--- src/rtl/bcd_display_ctrl_if.sv ---
// Input handshake, conversion status and 7-segment drive of bcd_display_ctrl.
// The controller takes the slave side; the producer/board side takes master.
interface bcd_display_ctrl_if;
    logic        in_valid;
    logic [13:0] in_data;
    logic        in_ready;
    logic        busy;
    logic [15:0] bcd;
    logic        ovf;
    logic [3:0]  digit_en;
    logic [6:0]  seg;

    modport master (
        output in_valid, in_data,
        input  in_ready, busy, bcd, ovf, digit_en, seg
    );
    modport slave (
        input  in_valid, in_data,
        output in_ready, busy, bcd, ovf, digit_en, seg
    );
endinterface

--- src/rtl/bcd_display_ctrl.sv ---
// Binary-to-BCD converter (iterative shift-and-add-3) feeding a time-multiplexed
// 4-digit 7-segment display with leading-zero blanking and overflow dashes.
module bcd_display_ctrl #(
    parameter int SCAN_DIV = 4
) (
    input  logic              clk,
    input  logic              rst,
    bcd_display_ctrl_if.slave bus
);
    localparam int NUM_DIG = 4;
    localparam int PW = (SCAN_DIV > 1) ? $clog2(SCAN_DIV) : 1;
    localparam logic [PW-1:0] PRESC_MAX = PW'(SCAN_DIV - 1);

    typedef enum logic [1:0] {IDLE, CONV, COMMIT} state_t;

    state_t        state_q, state_d;
    logic [29:0]   sh_q, sh_d;
    logic [3:0]    cnt_q, cnt_d;
    logic [13:0]   cap_q, cap_d;
    logic [15:0]   bcd_q, bcd_d;
    logic          ovf_q, ovf_d;
    logic [PW-1:0] presc_q, presc_d;
    logic [1:0]    idx_q, idx_d;
    logic [3:0]    digit_en_q, digit_en_d;
    logic [6:0]    seg_q, seg_d;
    logic [29:0]   adj;
    logic [NUM_DIG-1:0] blank_d;
    logic [3:0]    nib_d;

    function automatic logic [6:0] seg_lut(input logic [3:0] d);
        case (d)
            4'd0: seg_lut = 7'h3F;
            4'd1: seg_lut = 7'h06;
            4'd2: seg_lut = 7'h5B;
            4'd3: seg_lut = 7'h4F;
            4'd4: seg_lut = 7'h66;
            4'd5: seg_lut = 7'h6D;
            4'd6: seg_lut = 7'h7D;
            4'd7: seg_lut = 7'h07;
            4'd8: seg_lut = 7'h7F;
            4'd9: seg_lut = 7'h6F;
            default: seg_lut = 7'h00;
        endcase
    endfunction

    // Add-3 correction on each BCD nibble before the shift; binary part passes through.
    assign adj[13:0] = sh_q[13:0];
    for (genvar k = 0; k < NUM_DIG; k++) begin : g_adj
        logic [3:0] nib;
        assign nib = sh_q[14+4*k +: 4];
        assign adj[14+4*k +: 4] = (nib >= 4'd5) ? nib + 4'd3 : nib;
    end

    always_comb begin
        state_d = state_q;
        sh_d    = sh_q;
        cnt_d   = cnt_q;
        cap_d   = cap_q;
        bcd_d   = bcd_q;
        ovf_d   = ovf_q;
        case (state_q)
            IDLE: if (bus.in_valid) begin
                state_d = CONV;
                sh_d    = {16'b0, bus.in_data};
                cnt_d   = 4'd0;
                cap_d   = bus.in_data;
            end
            CONV: begin
                sh_d  = {adj[28:0], 1'b0};
                cnt_d = cnt_q + 4'd1;
                if (cnt_q == 4'd13) state_d = COMMIT;
            end
            COMMIT: begin
                bcd_d   = sh_q[29:14];
                ovf_d   = cap_q > 14'd9999;
                state_d = IDLE;
            end
            default: state_d = IDLE;
        endcase
    end

    // Display is decoded from next-state bcd/ovf/idx so seg and digit_en move together,
    // including a commit that lands on a scan advance.
    always_comb begin
        presc_d    = (presc_q == PRESC_MAX) ? '0 : presc_q + PW'(1);
        idx_d      = (presc_q == PRESC_MAX) ? idx_q + 2'd1 : idx_q;
        digit_en_d = 4'b0001 << idx_d;
        blank_d[3] = (bcd_d[15:12] == 4'd0);
        blank_d[2] = blank_d[3] && (bcd_d[11:8] == 4'd0);
        blank_d[1] = blank_d[2] && (bcd_d[7:4] == 4'd0);
        blank_d[0] = 1'b0;
        nib_d      = bcd_d[{idx_d, 2'b00} +: 4];
        if (ovf_d)               seg_d = 7'h40;
        else if (blank_d[idx_d]) seg_d = 7'h00;
        else                     seg_d = seg_lut(nib_d);
    end

    always_ff @(posedge clk or posedge rst) begin
        if (rst) begin
            state_q    <= IDLE;
            sh_q       <= '0;
            cnt_q      <= '0;
            cap_q      <= '0;
            bcd_q      <= '0;
            ovf_q      <= 1'b0;
            presc_q    <= '0;
            idx_q      <= '0;
            digit_en_q <= 4'b0001;
            seg_q      <= 7'h3F;
        end else begin
            state_q    <= state_d;
            sh_q       <= sh_d;
            cnt_q      <= cnt_d;
            cap_q      <= cap_d;
            bcd_q      <= bcd_d;
            ovf_q      <= ovf_d;
            presc_q    <= presc_d;
            idx_q      <= idx_d;
            digit_en_q <= digit_en_d;
            seg_q      <= seg_d;
        end
    end

    assign bus.in_ready = (state_q == IDLE);
    assign bus.busy     = (state_q == CONV) || (state_q == COMMIT);
    assign bus.bcd      = bcd_q;
    assign bus.ovf      = ovf_q;
    assign bus.digit_en = digit_en_q;
    assign bus.seg      = seg_q;
endmodule

--- src/flat_wrapper.sv ---
// flat-port wrapper written by rule: the top's interface ports become plain ports
module bcd_display_ctrl_flat 
#(
    parameter int SCAN_DIV = 4
)
  (clk, rst, bus_in_valid, bus_in_data, bus_in_ready, bus_busy, bus_bcd, bus_ovf, bus_digit_en, bus_seg);
  bcd_display_ctrl_if bus_i ();
  input  logic clk;
  input  logic rst;
  input wire logic [$bits(bus_i.in_valid)-1:0] bus_in_valid;
  input wire logic [$bits(bus_i.in_data)-1:0] bus_in_data;
  output wire logic [$bits(bus_i.in_ready)-1:0] bus_in_ready;
  output wire logic [$bits(bus_i.busy)-1:0] bus_busy;
  output wire logic [$bits(bus_i.bcd)-1:0] bus_bcd;
  output wire logic [$bits(bus_i.ovf)-1:0] bus_ovf;
  output wire logic [$bits(bus_i.digit_en)-1:0] bus_digit_en;
  output wire logic [$bits(bus_i.seg)-1:0] bus_seg;
  assign bus_i.in_valid = bus_in_valid;
  assign bus_i.in_data = bus_in_data;
  assign bus_in_ready = bus_i.in_ready;
  assign bus_busy = bus_i.busy;
  assign bus_bcd = bus_i.bcd;
  assign bus_ovf = bus_i.ovf;
  assign bus_digit_en = bus_i.digit_en;
  assign bus_seg = bus_i.seg;
  bcd_display_ctrl #(.SCAN_DIV(SCAN_DIV)) u_core (.clk(clk), .rst(rst), .bus(bus_i));
endmodule
--- config.mk ---
export PLATFORM = sky130hd
export DESIGN_NAME = bcd_display_ctrl_flat
export DESIGN_NICKNAME = d
export VERILOG_FILES = /design/src/rtl/bcd_display_ctrl_if.sv /design/src/rtl/bcd_display_ctrl.sv /design/src/flat_wrapper.sv
export SDC_FILE = /design/constraint.sdc
export NUM_CORES = 1
export LEC_CHECK = 0
export ABC_AREA = 1
export BUFFER_PORTS_ARGS = -buffer_cell sky130_fd_sc_hd__buf_4
export CAP_MARGIN = 20
export CORE_MARGIN = 1.5
export CORE_UTILIZATION = 37
export CTS_CLUSTER_DIAMETER = 100
export DETAILED_ROUTE_END_ITERATION = 7
export PLACE_DENSITY_LB_ADDON = 0.08
export SLEW_MARGIN = 20
export SYNTH_ARGS = -nofsm -noshare
export SYNTH_HDL_FRONTEND = slang
export SYNTH_SLANG_ARGS = --single-unit
--- constraint.sdc ---
create_clock -name clk -period 3 [get_ports clk]
set_input_delay 0.3 -clock clk [delete_from_list [all_inputs] [get_ports clk]]
set_output_delay 0.3 -clock clk [all_outputs]
set_load 0.1 [all_outputs]
# == Word-level counts from Yosys, hierarchy flattened ==
# Memory sizes are Yosys's and may differ from the RTL's.
# Cells that the tools add are included.
# word_totals
reg_bits,82
mem_bits_ro,112
in_bits,17
output_inout_bits,30
elab_cells,62
memories,1
# memory_table
memory,words,width,rd,rd_ports_with_merged_regs,write_ports,line,rtl
(no name shown),16,7,1,0,0,bcd_display_ctrl.sv:31,case (d)
# classes
n_addsub,7
order_cmp,6
n_eq_ne,6
shift,2
mux,19
n_reduce_logical,11
# ops
op,n
one-hot mux 30 bit (2 select lines),1
2-to-1 mux 30 bit,1
>= comparator 4 x 3 -> 1 bit (second input constant),4
2-to-1 mux 16 bit,1
2-to-1 mux 4 bit,4
variable part select 16 x 5 -> 4 bit,1
greater-than comparator 14 bit (second input constant),1
2-to-1 mux 7 bit,2
adder 4 x 2 -> 4 bit (second input constant),3
zero test 4 bit,3
2-to-1 mux 2 bit,4
one-hot mux 4 bit (2 select lines),1
AND reduction 2 bit,3
adder 2 x 1 -> 2 bit (second input constant),2
adder 4 x 1 -> 4 bit (second input constant),1
== test 2 bit (second input constant),2
== test 4 bit (second input constant),1
one-hot mux 2 bit (2 select lines),1
<< shifter 1 x 2 -> 4 bit (first input constant),1
adder 3 x 2 -> 3 bit (second input constant),1
< comparator 2 x 3 -> 1 bit (second input constant),1
2-to-1 mux 3 bit,1
binary-select mux 1 bit (select 2 bit),1
== test 2 x 1 -> 1 bit (second input constant),1
7 further kinds,9

# == Depth between registers and ports, before layout ==
# Gate-level depths: netlist of run 1.
# depth
ltp_word,9
depth_mapped,16
ltp_nobuf,15

# == Worst setup path after synthesis of run 1 ==
# Ideal clock, no wire load.
# synth_timing
path_type,register to register
startpoint,reg u_core.state_q[0]
endpoint,reg u_core.sh_q[17]
setup_time_ns,0.141
arrival_time_ns,2.330
t_required_ns,2.859
path_slack_ns,0.529
path_stages_with_launch,8
path_buffers,2
synth_period_minus_slack_ns,2.471
cell_sequence,dfrtp_1 inv_1 ha_1 nand2_1 o21ai_1 buf_2 buf_2 o22ai_1
# synth_between
elab_chain_cells,3
word_cells_on_any_way,6
classes_between,2 x eq/ne; 1 x mux; 3 x reduce/logical
# synth_rtl
element,line,rtl
from (decl),bcd_display_ctrl.sv:16,"state_t state_q, state_d;"
from (signal assigned),bcd_display_ctrl.sv:111,state_q <= state_d;
zero test 2 bit (*),n/a,
named net bus_in_ready,flat_wrapper.sv:12,output wire logic [$bits(bus_i.in_ready)-1:0] bus_in_ready;
!= test 2 bit (no line) / nonzero test 2 bit (equally long branches),n/a,
AND reduction 2 bit (no line),n/a,
to (signal assigned),bcd_display_ctrl.sv:101,sh_q <= '0;
to (signal assigned),bcd_display_ctrl.sv:112,sh_q <= sh_d;
to (decl),bcd_display_ctrl.sv:17,"logic [29:0] sh_q, sh_d;"
# Mark *: on every way through the listed nets, which the timed path passes. The rest lies on a longest branch.
# A chain may end at the register's enable or synchronous reset.

# == Final worst setup path of run 1 ==
# layout_timing
startpoint,reg u_core.state_q[0]
endpoint,reg u_core.seg_q[3] (netlist: u_core.bus.seg[3])
# layout_between
elab_chain_cells,9
word_cells_on_any_way,14
classes_between,1 x eq/ne; 1 x shift; 6 x mux; 5 x reduce/logical; 1 x memory
# layout_rtl
element,line,rtl
== test 2 bit (*),bcd_display_ctrl.sv:61,case (state_q)
2-to-1 mux 16 bit (*),bcd_display_ctrl.sv:61,
named net u_core.bcd_d[8],bcd_display_ctrl.sv:20,"logic [15:0] bcd_q, bcd_d;"
"parallel branches: the longest is 5 deep, another holds memory read (16 x 7 bit)",n/a,
2-to-1 mux 7 bit (*),bcd_display_ctrl.sv:94,else if (blank_d[idx_d]) seg_d = 7'h00;
2-to-1 mux 7 bit (*),bcd_display_ctrl.sv:93,if (ovf_d) seg_d = 7'h40;
named net u_core.seg_d[3],bcd_display_ctrl.sv:25,"logic [6:0] seg_q, seg_d;"
to (signal assigned),bcd_display_ctrl.sv:120,seg_q <= seg_d;
to (decl),bcd_display_ctrl.sv:25,
# Mark *: on every way through the listed nets, which the timed path passes. The select of a mux whose other input is x is not followed.

==> impl_results.html, run 1 <==
<table>
<tr><th>Metric</th><th>Value</th></tr>
<tr><th colspan="2">Status</th></tr>
<tr><td>Result of the run</td><td>finished clean</td></tr>
<tr><th colspan="2">Final layout</th></tr>
<tr><td>Multi-input gate area in the final layout</td><td>0.00167 sq mm</td></tr>
<tr><td>Final antenna diode count</td><td>0</td></tr>
<tr><td>Filler Cell Count</td><td>1063</td></tr>
<tr><td>Number of nets in the final layout</td><td>561</td></tr>
<tr><td>Combined flip-flop and latch cell area</td><td>0.00196 sq mm</td></tr>
<tr><td>Fraction of layout cells with a size suffix above 1</td><td>18.7%</td></tr>
<tr><td>Area delta synth-&gt;final</td><td>18.7%</td></tr>
<tr><th colspan="2">Worst setup path</th></tr>
<tr><td>Reg-to-Reg Start</td><td>u_core.state_q[0]</td></tr>
<tr><td>Setup slack of the most critical reg-to-reg path</td><td>700 ps</td></tr>
<tr><td>Cell mode on critical path</td><td>sky130_fd_sc_hd__nand2_1</td></tr>
<tr><td>Cell with the largest stage delay on the worst path</td><td>sky130_fd_sc_hd__dfrtp_1</td></tr>
<tr><td>Critical path arrival</td><td>2590 ps</td></tr>
<tr><td>Start point of the critical path</td><td>u_core.state_q[0]</td></tr>
<tr><td>CP Launch Type</td><td>register</td></tr>
<tr><td>Maximum net fanout on the critical path</td><td>13</td></tr>
<tr><td>Slowest Stage Delay on Critical Path</td><td>390 ps</td></tr>
<tr><td>Setup Crit Path Kind</td><td>register to register</td></tr>
<tr><td>Required time at the endpoint of the critical path</td><td>3280 ps</td></tr>
<tr><td>Ordered cell list for the critical path</td><td>inv_1 -&gt; ha_1 -&gt; buf_4 -&gt; nand2_1 -&gt; nand2_1 -&gt; nand2_1 -&gt; nand2_1 -&gt; nand2_1 -&gt; nand2_1 -&gt; inv_1 -&gt; ha_1 -&gt; nor2_1 -&gt; nor2_1 -&gt; nor2_1</td></tr>
<tr><td>Critical path capture point type</td><td>register</td></tr>
<tr><th colspan="2">Logic synthesis</th></tr>
<tr><td>Area contributors post-synth</td><td>sky130_fd_sc_hd__dfrtp_1 (45%), sky130_fd_sc_hd__nand2_1 (16%), sky130_fd_sc_hd__ha_1 (6.1%), sky130_fd_sc_hd__dfstp_2 (4.7%), sky130_fd_sc_hd__inv_1 (4.5%)</td></tr>
<tr><td>Post-synthesis cell count</td><td>479</td></tr>
<tr><td>Leading cell types by count after synthesis</td><td>sky130_fd_sc_hd__nand2_1 (163), sky130_fd_sc_hd__dfrtp_1 (71), sky130_fd_sc_hd__inv_1 (47)</td></tr>
<tr><td>Area share of the largest cell type after synthesis</td><td>45.4%</td></tr>
<tr><td>Synth Area per Inst</td><td>8.16 sq um</td></tr>
<tr><td>Number of synthesized register bits</td><td>78</td></tr>
<tr><td>Sequential area share after synthesis</td><td>50.1%</td></tr>
<tr><td>Leading cell type by number of instances after synthesis</td><td>sky130_fd_sc_hd__nand2_1</td></tr>
<tr><td>Largest area contributor in the netlist</td><td>sky130_fd_sc_hd__dfrtp_1</td></tr>
<tr><td>Unique masters post-synth</td><td>29</td></tr>
<tr><td>Async set-or-reset flop fraction in the synthesized netlist</td><td>100%</td></tr>
<tr><td>Ys flop type</td><td>sky130_fd_sc_hd__dfrtp_1</td></tr>
<tr><td>Synth warn</td><td>0</td></tr>
<tr><td>Post-Syn Nets</td><td>515</td></tr>
<tr><td>Netlist area before placement</td><td>0.00391 sq mm</td></tr>
<tr><td>EDFF count, synth</td><td>0</td></tr>
<tr><th colspan="2">Detailed routing</th></tr>
<tr><td>First-iteration detailed-routing DRC count</td><td>130</td></tr>
<tr><td>Detailed-route DRC error count</td><td>0</td></tr>
<tr><td>DR pass1 iterations</td><td>4</td></tr>
<tr><td>Mean routed wirelength per cell</td><td>12.8 um</td></tr>
<tr><td>Routed Wire Length</td><td>8.53 mm</td></tr>
<tr><td>Per-cell via count in the routed design</td><td>4.71</td></tr>
<tr><td>Routed vias</td><td>3137</td></tr>
<tr><td>Remaining antenna violation count after routing</td><td>0</td></tr>
<tr><th colspan="2">Floorplanning</th></tr>
<tr><td>Core area</td><td>0.0103 sq mm</td></tr>
<tr><td>Chip Width</td><td>106 um</td></tr>
<tr><td>Core Rows</td><td>37</td></tr>
<tr><td>Ports placed on the boundary</td><td>47</td></tr>
<tr><td>Initial Util</td><td>38.0%</td></tr>
<tr><td>Die outline height</td><td>106 um</td></tr>
<tr><td>Full die area</td><td>0.0112 sq mm</td></tr>
<tr><th colspan="2">Place</th></tr>
<tr><td>Post-placement setup slack</td><td>692 ps</td></tr>
<tr><td>Routability congestion estimate from global placement</td><td>0.760</td></tr>
<tr><td>PortBufs</td><td>46</td></tr>
<tr><td>HPWL Detailed</td><td>6.08 mm</td></tr>
<tr><th colspan="2">Power</th></tr>
<tr><td>Reported net switching power</td><td>0.00159 W</td></tr>
<tr><td>Internal Dissipation</td><td>0.00237 W</td></tr>
<tr><td>Logic gate share of total power</td><td>36.4%</td></tr>
<tr><td>Clock power share</td><td>26.1%</td></tr>
<tr><td>Maximum VDD drop</td><td>0.734 mV</td></tr>
<tr><td>Pwr per Cell Area</td><td>854 mW/mm^2</td></tr>
<tr><td>Portion of total power attributed to sequential cells</td><td>37.5%</td></tr>
<tr><td>Proportion of total power due to net switching</td><td>40.1%</td></tr>
<tr><td>Static leakage</td><td>2.43 nW</td></tr>
<tr><td>PnR Total Power</td><td>0.00396 W</td></tr>
<tr><th colspan="2">Hold path</th></tr>
<tr><td>Kind of path behind the tightest hold check</td><td>input port to asynchronous set/reset pin</td></tr>
<tr><th colspan="2">STA</th></tr>
<tr><td>Fin Setup TNS</td><td>0 ps</td></tr>
<tr><td>Post-layout min period</td><td>2300 ps</td></tr>
<tr><td>Hold Vio Cnt, Final</td><td>0</td></tr>
<tr><td>Number of setup violations in the final report</td><td>0</td></tr>
<tr><td>Maximum clock rate</td><td>434 MHz</td></tr>
<tr><td>Crit share post-route</td><td>76.8%</td></tr>
<tr><td>Clk_skew</td><td>5.99 ps</td></tr>
<tr><td>Count of final max-slew check failures</td><td>0</td></tr>
<tr><td>RSZ-0062 raised after global routing</td><td>no</td></tr>
<tr><td>Fin worst setup slack</td><td>696 ps</td></tr>
<tr><td>Smallest hold slack</td><td>50.3 ps</td></tr>
<tr><td>Slew at the pin closest to its max-slew limit</td><td>554 ps</td></tr>
<tr><td>Worst rel slew slack</td><td>63.0%</td></tr>
<tr><th colspan="2">Clock network</th></tr>
<tr><td>Library cell used as clock root buffer</td><td>sky130_fd_sc_hd__clkbuf_8</td></tr>
<tr><td>TritonCTS sink count</td><td>78</td></tr>
<tr><td>Number of CTS-inserted buffers</td><td>9</td></tr>
<tr><td>Quantity of gates resized following cts</td><td>0</td></tr>
<tr><td>Clk slew on worst S/H paths</td><td>80 ps</td></tr>
<tr><td>Clock tree buffer depth</td><td>2</td></tr>
<tr><td>Max H-tree Level</td><td>3</td></tr>
<tr><td>TritonCTS clock tree</td><td>built</td></tr>
<tr><td>Total of hold buffers inserted after clock tree synthesis</td><td>0</td></tr>
<tr><td>Count of buffers added by post-CTS timing repair for setup</td><td>0</td></tr>
<tr><td>Clock insertion delay at the later pin of the skew report</td><td>350 ps</td></tr>
<tr><th colspan="2">Global routing</th></tr>
<tr><td>Remaining global-route overflow</td><td>0</td></tr>
<tr><td>Gr usage total</td><td>16.7%</td></tr>
<tr><td>Antenna violations before repair</td><td>0</td></tr>
<tr><td>First-pass GRT wire length</td><td>14.8 mm</td></tr>
<tr><td>Vias in the first global route</td><td>3065</td></tr>
<tr><td>Largest net degree at the start of global routing</td><td>79</td></tr>
<tr><th colspan="2">Flow run</th></tr>
<tr><td>Maxcap violations</td><td>0</td></tr>
</table>
## worst paths after layout
kind / cells past startpoint / endpoint
min in group clk: 3 / u_core.cap_q[5]
max in group asynchronous: 3 / u_core.bus.seg[0]
worst min-delay path: 3 / u_core.bus.seg[6]
worst min register to register: 1 / u_core.presc_q[0]
worst max register to register: 14 / u_core.bus.seg[3]
worst max-delay path: 14 / u_core.bus.seg[3]
## placed cells by master (no fill, tap or decap), drive strengths merged
cell type / n
clkinv: 3
a31oi: 12
and3: 1
nor2: 42
buf: 50
dfrtp: 71
nand2: 179
a22oi: 1
nand3: 13
inv: 51
xor2: 4
clkbuf: 10
or2: 2
o32ai: 1
o22ai: 8
ha: 19
nand4: 3
bufinv: 4
dfstp: 7
o21ai: 29
a21oi: 14
o211ai: 5
a211oi: 1
## sequential cells by signal (all words and copies together), names as in the netlist
name / count
u_core.bus.ovf: 1
u_core.cnt_q: 4
u_core.idx_q: 2
u_core.cap_q: 10
u_core.bus.bcd: 16
u_core.sh_q: 30
u_core.state_q: 2
u_core.presc_q: 2
u_core.bus.seg: 7
u_core.bus.digit_en: 4
## power groups by stage
stage                     sequential (W)  combinational (W)  clock [W]
after floorplan                  0.00172           0.000919          0
after global placement           0.00150            0.00145          0
after detailed placement         0.00151            0.00145          0
after CTS                        0.00149            0.00146    0.00107
after global routing             0.00152            0.00162    0.00110
final                            0.00149            0.00144    0.00103
## area by class of cell
type | instances | area share [%]
clock buffer | 10 | 2.75
multi-input combinational | 334 | 35.9
timing repair buffer | 50 | 8.36
tap | 136 | 3.67
sequential | 78 | 42.2
clock inverter | 6 | 2.88
inverter | 52 | 4.23
## worst max-delay path: cells and delay by family (launching register included)
kind / cells / cell delay [ps]
fa+ha+maj: 2 / 620
buf+inv: 3 / 440
flops: 1 / 390
simple gates: 9 / 780
## stage by stage
stage	instances	utilization, %	cell area [sq um]
after CTS	666	45.2	4640
after global placement	650	42.6	4380
after floorplan	479	-	3910
after detailed placement	650	42.6	4380
final	666	45.2	4640
after global routing	666	45.2	4640
## per-layer routing
metal | part of all wire (%) | track usage (%) | wire length (um)
met5 | 0 | 0 | 0
met4 | 1.2 | 5.98 | 104
met3 | 3.1 | 3.09 | 265
met2 | 49 | 28.2 | 4190
met1 | 47 | 21.4 | 3970
## kinds of logic (layout without fill, tap and decap cells)
family | Yosys count | after routing | share of synthesized area (%)
AO/OA/AOI/OAI | 71 | 71 | 10.3
XOR/XNOR | 4 | 4 | 0.896
adder cells (fa/ha/maj) | 19 | 19 | 6.08
buffers and inverters | 67 | 118 | 7.36
flip-flops | 78 | 78 | 50.1
AND/OR/NAND/NOR | 240 | 240 | 25.2
(Power assumes the default switching activity.)
==> run 2, diff against run 1 <==
Clock period 3 ns to 2.1 ns, I/O delays scaled along.
==> impl_results.html, run 2 (synthesized netlist as in run 1, its figures left out) <==
<table>
<tr><th>Metric</th><th>Value</th></tr>
<tr><th colspan="2">Clock network</th></tr>
<tr><td>Number of CTS-inserted buffers</td><td>9</td></tr>
<tr><td>TritonCTS clock tree</td><td>built</td></tr>
<tr><td>Max H-tree Level</td><td>3</td></tr>
<tr><td>Library cell used as clock root buffer</td><td>sky130_fd_sc_hd__clkbuf_8</td></tr>
<tr><td>Clk slew on worst S/H paths</td><td>90 ps</td></tr>
<tr><td>Clock insertion delay at the later pin of the skew report</td><td>360 ps</td></tr>
<tr><td>Clock tree buffer depth</td><td>2</td></tr>
<tr><td>TritonCTS sink count</td><td>78</td></tr>
<tr><th colspan="2">Power</th></tr>
<tr><td>Maximum VDD drop</td><td>0.938 mV</td></tr>
<tr><td>Static leakage</td><td>2.47 nW</td></tr>
<tr><td>Pwr per Cell Area</td><td>1170 mW/mm^2</td></tr>
<tr><th colspan="2">Final layout</th></tr>
<tr><td>Final cell count without fillers</td><td>680</td></tr>
<tr><td>Final antenna diode count</td><td>0</td></tr>
<tr><td>Register containing the most flip-flops in the final layout</td><td>u_core.sh_q</td></tr>
<tr><td>Fraction of layout cells with a size suffix above 1</td><td>22.4%</td></tr>
<tr><td>Most frequent cells in the layout</td><td>sky130_fd_sc_hd__nand2_1 (161), sky130_fd_sc_hd__dfrtp_1 (70), sky130_fd_sc_hd__buf_4 (61)</td></tr>
<tr><td>Multi-input gate area in the final layout</td><td>0.00170 sq mm</td></tr>
<tr><td>Area delta synth-&gt;final</td><td>21.7%</td></tr>
<tr><td>Leading cell type in the layout, fill and taps excluded</td><td>sky130_fd_sc_hd__nand2_1</td></tr>
<tr><td>Filler Cell Count</td><td>1047</td></tr>
<tr><td>Combined flip-flop and latch cell area</td><td>0.00196 sq mm</td></tr>
<tr><td>Flip-flop count of the largest register, all copies and words added</td><td>30</td></tr>
<tr><td>Number of nets in the final layout</td><td>576</td></tr>
<tr><th colspan="2">STA</th></tr>
<tr><td>Number of setup violations in the final report</td><td>0</td></tr>
<tr><td>Maximum clock rate</td><td>525 MHz</td></tr>
<tr><td>Count of final max-slew check failures</td><td>0</td></tr>
<tr><td>Crit share post-route</td><td>90.7%</td></tr>
<tr><td>Hold Vio Cnt, Final</td><td>0</td></tr>
<tr><td>Smallest hold slack</td><td>54.6 ps</td></tr>
<tr><td>RSZ-0062 raised after global routing</td><td>no</td></tr>
<tr><td>Slew at the pin closest to its max-slew limit</td><td>425 ps</td></tr>
<tr><td>Clk_skew</td><td>8.70 ps</td></tr>
<tr><td>Fin Setup TNS</td><td>0 ps</td></tr>
<tr><td>Post-layout min period</td><td>1900 ps</td></tr>
<tr><td>Worst rel slew slack</td><td>71.7%</td></tr>
<tr><th colspan="2">Worst setup path</th></tr>
<tr><td>Maximum net fanout on the critical path</td><td>6</td></tr>
<tr><td>Required time at the endpoint of the critical path</td><td>2400 ps</td></tr>
<tr><td>Setup Crit Path Kind</td><td>register to register</td></tr>
<tr><td>Critical path arrival</td><td>2200 ps</td></tr>
<tr><td>Critical path capture point type</td><td>register</td></tr>
<tr><td>CP Launch Type</td><td>register</td></tr>
<tr><th colspan="2">Global routing</th></tr>
<tr><td>Antenna violations before repair</td><td>0</td></tr>
<tr><td>Remaining global-route overflow</td><td>0</td></tr>
<tr><td>Vias in the first global route</td><td>3231</td></tr>
<tr><td>Largest net degree at the start of global routing</td><td>79</td></tr>
<tr><td>First-pass GRT wire length</td><td>15.0 mm</td></tr>
<tr><td>Gr usage total</td><td>16.9%</td></tr>
<tr><th colspan="2">Detailed routing</th></tr>
<tr><td>Routed vias</td><td>3226</td></tr>
<tr><td>Detailed-route DRC error count</td><td>0</td></tr>
<tr><td>Per-cell via count in the routed design</td><td>4.74</td></tr>
<tr><td>Remaining antenna violation count after routing</td><td>0</td></tr>
<tr><td>First-iteration detailed-routing DRC count</td><td>137</td></tr>
<tr><td>Mean routed wirelength per cell</td><td>12.8 um</td></tr>
<tr><td>Routed Wire Length</td><td>8.68 mm</td></tr>
<tr><td>DR pass1 iterations</td><td>4</td></tr>
<tr><th colspan="2">Place</th></tr>
<tr><td>Inst Count DP</td><td>663</td></tr>
<tr><td>HPWL Detailed</td><td>6.17 mm</td></tr>
<tr><td>PortBufs</td><td>46</td></tr>
<tr><td>Routability congestion estimate from global placement</td><td>0.783</td></tr>
<tr><th colspan="2">Hold path</th></tr>
<tr><td>Kind of path behind the tightest hold check</td><td>input port to register</td></tr>
<tr><th colspan="2">Flow run</th></tr>
<tr><td>Maxcap violations</td><td>0</td></tr>
<tr><th colspan="2">Status</th></tr>
<tr><td>Result of the run</td><td>finished clean</td></tr>
<tr><th colspan="2">Floorplanning</th></tr>
<tr><td>Initial Util</td><td>38.0%</td></tr>
<tr><td>Core area</td><td>0.0103 sq mm</td></tr>
<tr><td>Chip Width</td><td>106 um</td></tr>
<tr><td>Core Rows</td><td>37</td></tr>
<tr><td>Ports placed on the boundary</td><td>47</td></tr>
<tr><td>Full die area</td><td>0.0112 sq mm</td></tr>
<tr><td>Die outline height</td><td>106 um</td></tr>
</table>
-- run 2: stage by stage --
step	worst slack [ps]	cell area, sq um	total power, W	utilization, %
floorplan	23.5	3920	0.00378	-
global placement	62.2	4490	0.00429	43.6
detailed placement	24.9	4490	0.00432	43.6
CTS	15.1	4710	0.00559	45.8
global route	8.36	4760	0.00598	46.3
finish	196	4760	0.00556	46.3
-- run 2: area by class of cell --
class / instances / area share [%]
tap: 136 / 3.58
timing repair buffer: 65 / 10.7
inverter: 52 / 4.29
clock inverter: 6 / 1.84
clock buffer: 9 / 2.60
multi-input combinational: 334 / 35.7
sequential: 78 / 41.2
-- run 2: timing repair --
action / in CTS / in global routing
hold endpoints to repair: 71 / 0
resized for setup: 0 / 14
endpoints found under the setup margin: 0 / 7
setup buffers: 0 / 1
hold buffers: 1 / 0
-- run 2: worst paths after layout --
kind                                   start                 to  slack [ps]  cells past startpoint
hold reg to reg            u_core.presc_q[0]  u_core.presc_q[0]         440                      1
max in group asynchronous                rst  u_core.bus.seg[5]        1230                      4
hold / removal                bus_in_data[5]    u_core.cap_q[5]          50                      3
setup reg to reg           u_core.state_q[0]  u_core.bus.seg[0]         200                     15
setup / recovery           u_core.state_q[0]  u_core.bus.seg[0]         200                     15
min in group asynchronous                rst    u_core.cnt_q[3]         520                      4
-- run 2: critical path, cell delays in order, from the launching register on --
cell and delay [ps]:
sky130_fd_sc_hd__dfrtp_1 390, sky130_fd_sc_hd__inv_2 80, sky130_fd_sc_hd__ha_4 190, sky130_fd_sc_hd__buf_6 130
sky130_fd_sc_hd__buf_4 120, sky130_fd_sc_hd__nand2_1 70, sky130_fd_sc_hd__nand2_2 100, sky130_fd_sc_hd__nand2_1 60
sky130_fd_sc_hd__nand3_1 110, sky130_fd_sc_hd__nand2_2 90, sky130_fd_sc_hd__ha_1 190, sky130_fd_sc_hd__inv_1 50
sky130_fd_sc_hd__nand2_1 50, sky130_fd_sc_hd__nand2_1 70, sky130_fd_sc_hd__nor2_1 40, sky130_fd_sc_hd__nor2_1 100
-- run 2: power breakdown --
| part | internal (W) | switching, W |
|---|---|---|
| registers | 0.00189 | 0.000231 |
| logic | 0.000683 | 0.00151 |
| clock network | 0.000663 | 0.000587 |
| total | 0.00324 | 0.00232 |
-- run 2: routing by layer --
metal / track usage (%) / part of all wire (%) / vias to the layer above
li1: - / - / 1639
met1: 21.6 / 48 / 1528
met2: 28.1 / 47 / 46
met3: 3.59 / 3.3 / 13
met4: 6.37 / 1.7 / 0
met5: 0 / 0 / -
==> run 3, diff against run 2 <==
Settings changed: CORE_UTILIZATION 37 to 44, CTS_BUF_LIST set to sky130_fd_sc_hd__clkbuf_8.
==> impl_results.html, run 3 (synthesized netlist as in run 1, its figures left out) <==
<table>
<tr><th>Metric</th><th>Value</th></tr>
<tr><th colspan="2">Worst setup path</th></tr>
<tr><td>Maximum net fanout on the critical path</td><td>6</td></tr>
<tr><td>Cell with the largest stage delay on the worst path</td><td>sky130_fd_sc_hd__dfrtp_1</td></tr>
<tr><td>Critical path arrival</td><td>2210 ps</td></tr>
<tr><td>Buf+Inv Stages, Crit Path</td><td>3</td></tr>
<tr><td>Slowest Stage Delay on Critical Path</td><td>400 ps</td></tr>
<tr><td>Ordered cell list for the critical path</td><td>inv_2 -&gt; ha_4 -&gt; buf_6 -&gt; nand2_1 -&gt; nand2_2 -&gt; nand2_1 -&gt; nand2_1 -&gt; nand2_1 -&gt; nand2_1 -&gt; inv_1 -&gt; ha_1 -&gt; nor2_2 -&gt; nor2_1 -&gt; nor2_1</td></tr>
<tr><td>Setup Crit Path Kind</td><td>register to register</td></tr>
<tr><td>Cell mode on critical path</td><td>sky130_fd_sc_hd__nand2_1</td></tr>
<tr><td>CP Launch Type</td><td>register</td></tr>
<tr><td>Category of cells accounting for the largest share of critical-path delay</td><td>simple AND/OR/NAND/NOR gates</td></tr>
<tr><td>Required time at the endpoint of the critical path</td><td>2380 ps</td></tr>
<tr><td>Critical path capture point type</td><td>register</td></tr>
<tr><th colspan="2">STA</th></tr>
<tr><td>Post-layout min period</td><td>1920 ps</td></tr>
<tr><td>Clk_skew</td><td>9.17 ps</td></tr>
<tr><td>Count of final max-slew check failures</td><td>0</td></tr>
<tr><td>Slew at the pin closest to its max-slew limit</td><td>476 ps</td></tr>
<tr><td>Number of setup violations in the final report</td><td>0</td></tr>
<tr><td>Smallest hold slack</td><td>62.2 ps</td></tr>
<tr><td>Crit share post-route</td><td>91.7%</td></tr>
<tr><td>Maximum clock rate</td><td>519 MHz</td></tr>
<tr><td>Hold Vio Cnt, Final</td><td>0</td></tr>
<tr><td>Fin worst setup slack</td><td>175 ps</td></tr>
<tr><td>Worst rel slew slack</td><td>68.3%</td></tr>
<tr><th colspan="2">Clock network</th></tr>
<tr><td>Number of CTS-inserted buffers</td><td>9</td></tr>
<tr><td>Clock insertion delay at the later pin of the skew report</td><td>350 ps</td></tr>
<tr><td>TritonCTS sink count</td><td>78</td></tr>
<tr><td>Clk slew on worst S/H paths</td><td>80 ps</td></tr>
<tr><td>Clock tree buffer depth</td><td>2</td></tr>
<tr><td>TritonCTS clock tree</td><td>built</td></tr>
<tr><td>Max H-tree Level</td><td>3</td></tr>
<tr><td>Library cell used as clock root buffer</td><td>sky130_fd_sc_hd__clkbuf_8</td></tr>
<tr><th colspan="2">Power</th></tr>
<tr><td>Reported net switching power</td><td>0.00230 W</td></tr>
<tr><td>Proportion of total power due to net switching</td><td>42.5%</td></tr>
<tr><td>Internal Dissipation</td><td>0.00311 W</td></tr>
<tr><td>Portion of total power attributed to sequential cells</td><td>39.3%</td></tr>
<tr><td>Maximum VDD drop</td><td>1.01 mV</td></tr>
<tr><td>Static leakage</td><td>2.47 nW</td></tr>
<tr><td>Clock power share</td><td>20.3%</td></tr>
<tr><td>Logic gate share of total power</td><td>40.4%</td></tr>
<tr><td>Pwr per Cell Area</td><td>1140 mW/mm^2</td></tr>
<tr><th colspan="2">Place</th></tr>
<tr><td>Inst Count DP</td><td>635</td></tr>
<tr><td>Post-placement setup slack</td><td>15.3 ps</td></tr>
<tr><td>PortBufs</td><td>46</td></tr>
<tr><td>Routability congestion estimate from global placement</td><td>0.823</td></tr>
<tr><td>HPWL Detailed</td><td>6.18 mm</td></tr>
<tr><th colspan="2">Final layout</th></tr>
<tr><td>Filler Cell Count</td><td>839</td></tr>
<tr><td>Register containing the most flip-flops in the final layout</td><td>u_core.sh_q</td></tr>
<tr><td>Final antenna diode count</td><td>0</td></tr>
<tr><td>Leading cell type in the layout, fill and taps excluded</td><td>sky130_fd_sc_hd__nand2_1</td></tr>
<tr><td>Fraction of layout cells with a size suffix above 1</td><td>22.9%</td></tr>
<tr><td>Combined flip-flop and latch cell area</td><td>0.00196 sq mm</td></tr>
<tr><td>Multi-input gate area in the final layout</td><td>0.00170 sq mm</td></tr>
<tr><td>Flip-flop count of the largest register, all copies and words added</td><td>30</td></tr>
<tr><td>Final cell count without fillers</td><td>654</td></tr>
<tr><td>Number of nets in the final layout</td><td>577</td></tr>
<tr><td>Most frequent cells in the layout</td><td>sky130_fd_sc_hd__nand2_1 (160), sky130_fd_sc_hd__dfrtp_1 (70), sky130_fd_sc_hd__buf_4 (60)</td></tr>
<tr><td>Area delta synth-&gt;final</td><td>20.8%</td></tr>
<tr><th colspan="2">Detailed routing</th></tr>
<tr><td>Routed vias</td><td>3287</td></tr>
<tr><td>Per-cell via count in the routed design</td><td>5.03</td></tr>
<tr><td>Detailed-route DRC error count</td><td>0</td></tr>
<tr><td>First-iteration detailed-routing DRC count</td><td>96</td></tr>
<tr><td>DR pass1 iterations</td><td>4</td></tr>
<tr><td>Routed Wire Length</td><td>8.52 mm</td></tr>
<tr><td>Remaining antenna violation count after routing</td><td>0</td></tr>
<tr><td>Mean routed wirelength per cell</td><td>13.0 um</td></tr>
<tr><th colspan="2">Floorplanning</th></tr>
<tr><td>Core Rows</td><td>34</td></tr>
<tr><td>Chip Width</td><td>97.3 um</td></tr>
<tr><td>Initial Util</td><td>45.1%</td></tr>
<tr><td>Core area</td><td>0.00868 sq mm</td></tr>
<tr><td>Full die area</td><td>0.00946 sq mm</td></tr>
<tr><td>Ports placed on the boundary</td><td>47</td></tr>
<tr><td>Die outline height</td><td>97.3 um</td></tr>
<tr><th colspan="2">Hold path</th></tr>
<tr><td>Kind of path behind the tightest hold check</td><td>input port to register</td></tr>
<tr><th colspan="2">Flow run</th></tr>
<tr><td>Maxcap violations</td><td>0</td></tr>
<tr><th colspan="2">Global routing</th></tr>
<tr><td>Vias in the first global route</td><td>3290</td></tr>
<tr><td>First-pass GRT wire length</td><td>15.0 mm</td></tr>
<tr><td>Remaining global-route overflow</td><td>0</td></tr>
<tr><td>Largest net degree at the start of global routing</td><td>79</td></tr>
<tr><td>Gr usage total</td><td>19.3%</td></tr>
<tr><td>Antenna violations before repair</td><td>0</td></tr>
<tr><th colspan="2">Status</th></tr>
<tr><td>Result of the run</td><td>finished clean</td></tr>
</table>
[run 3: power groups by stage]
stage / sequential, W / clock [W] / combinational, W
finish: 0.00212 / 0.00110 / 0.00219
floorplan: 0.00246 / 0 / 0.00132
global route: 0.00217 / 0.00120 / 0.00245
global placement: 0.00213 / 0 / 0.00215
CTS: 0.00212 / 0.00113 / 0.00218
detailed placement: 0.00215 / 0 / 0.00217
[run 3: routing by layer]
layer	part of all wire, %	up-vias	GRT usage [%]
met5	0	-	0
met4	1.7	0	7.80
met3	3.9	14	3.31
met2	48	66	32.4
met1	47	1563	24.9
li1	-	1644	-
[run 3: metrics by stage]
step	utilization [%]	power [W]	setup TNS (ps)	cell area, sq um
after CTS	53.8	0.00544	0	4670
final	54.4	0.00541	0	4720
after global placement	51.4	0.00429	0	4460
after floorplan	-	0.00378	0	3920
after global routing	54.4	0.00582	-4.58	4720
after detailed placement	51.4	0.00431	0	4460
[run 3: layout make-up]
cell class / instances / share of cell area [%]
inverters: 52 / 4.29
flip-flops and latches: 78 / 41.5
multi-input cells: 334 / 36.0
well taps: 108 / 2.86
repair buffers: 66 / 11.3
clock buffers: 9 / 2.62
clock inverters: 7 / 1.40
[run 3: worst paths after layout]
path,endpoint,cells after the start,from,slack [ps]
setup / recovery,u_core.bus.seg[3],14,u_core.state_q[0],180
hold / removal,u_core.cap_q[5],3,bus_in_data[5],60
setup reg to reg,u_core.bus.seg[3],14,u_core.state_q[0],180
hold reg to reg,u_core.presc_q[0],1,u_core.presc_q[0],440
max in group asynchronous,u_core.bus.seg[0],4,rst,1200
min in group asynchronous,u_core.cnt_q[1],4,rst,490
[run 3: worst register-to-register path, stage by stage (launching register included)]
cell and delay, ps:
sky130_fd_sc_hd__dfrtp_1 400, sky130_fd_sc_hd__inv_2 90, sky130_fd_sc_hd__ha_4 210, sky130_fd_sc_hd__buf_6 130, sky130_fd_sc_hd__nand2_1 60, sky130_fd_sc_hd__nand2_2 90, sky130_fd_sc_hd__nand2_1 50, sky130_fd_sc_hd__nand2_1 70
sky130_fd_sc_hd__nand2_1 50, sky130_fd_sc_hd__nand2_1 80, sky130_fd_sc_hd__inv_1 80, sky130_fd_sc_hd__ha_1 310, sky130_fd_sc_hd__nor2_2 100, sky130_fd_sc_hd__nor2_1 60, sky130_fd_sc_hd__nor2_1 90
[run 3: timing repair]
item | in CTS | in global routing
hold buffers | 1 | 0
pin swaps | 0 | 1
setup endpoints to repair | 1 | 7
hold endpoints to repair | 62 | 0
gates resized for setup | 1 | 15
setup buffers | 0 | 2
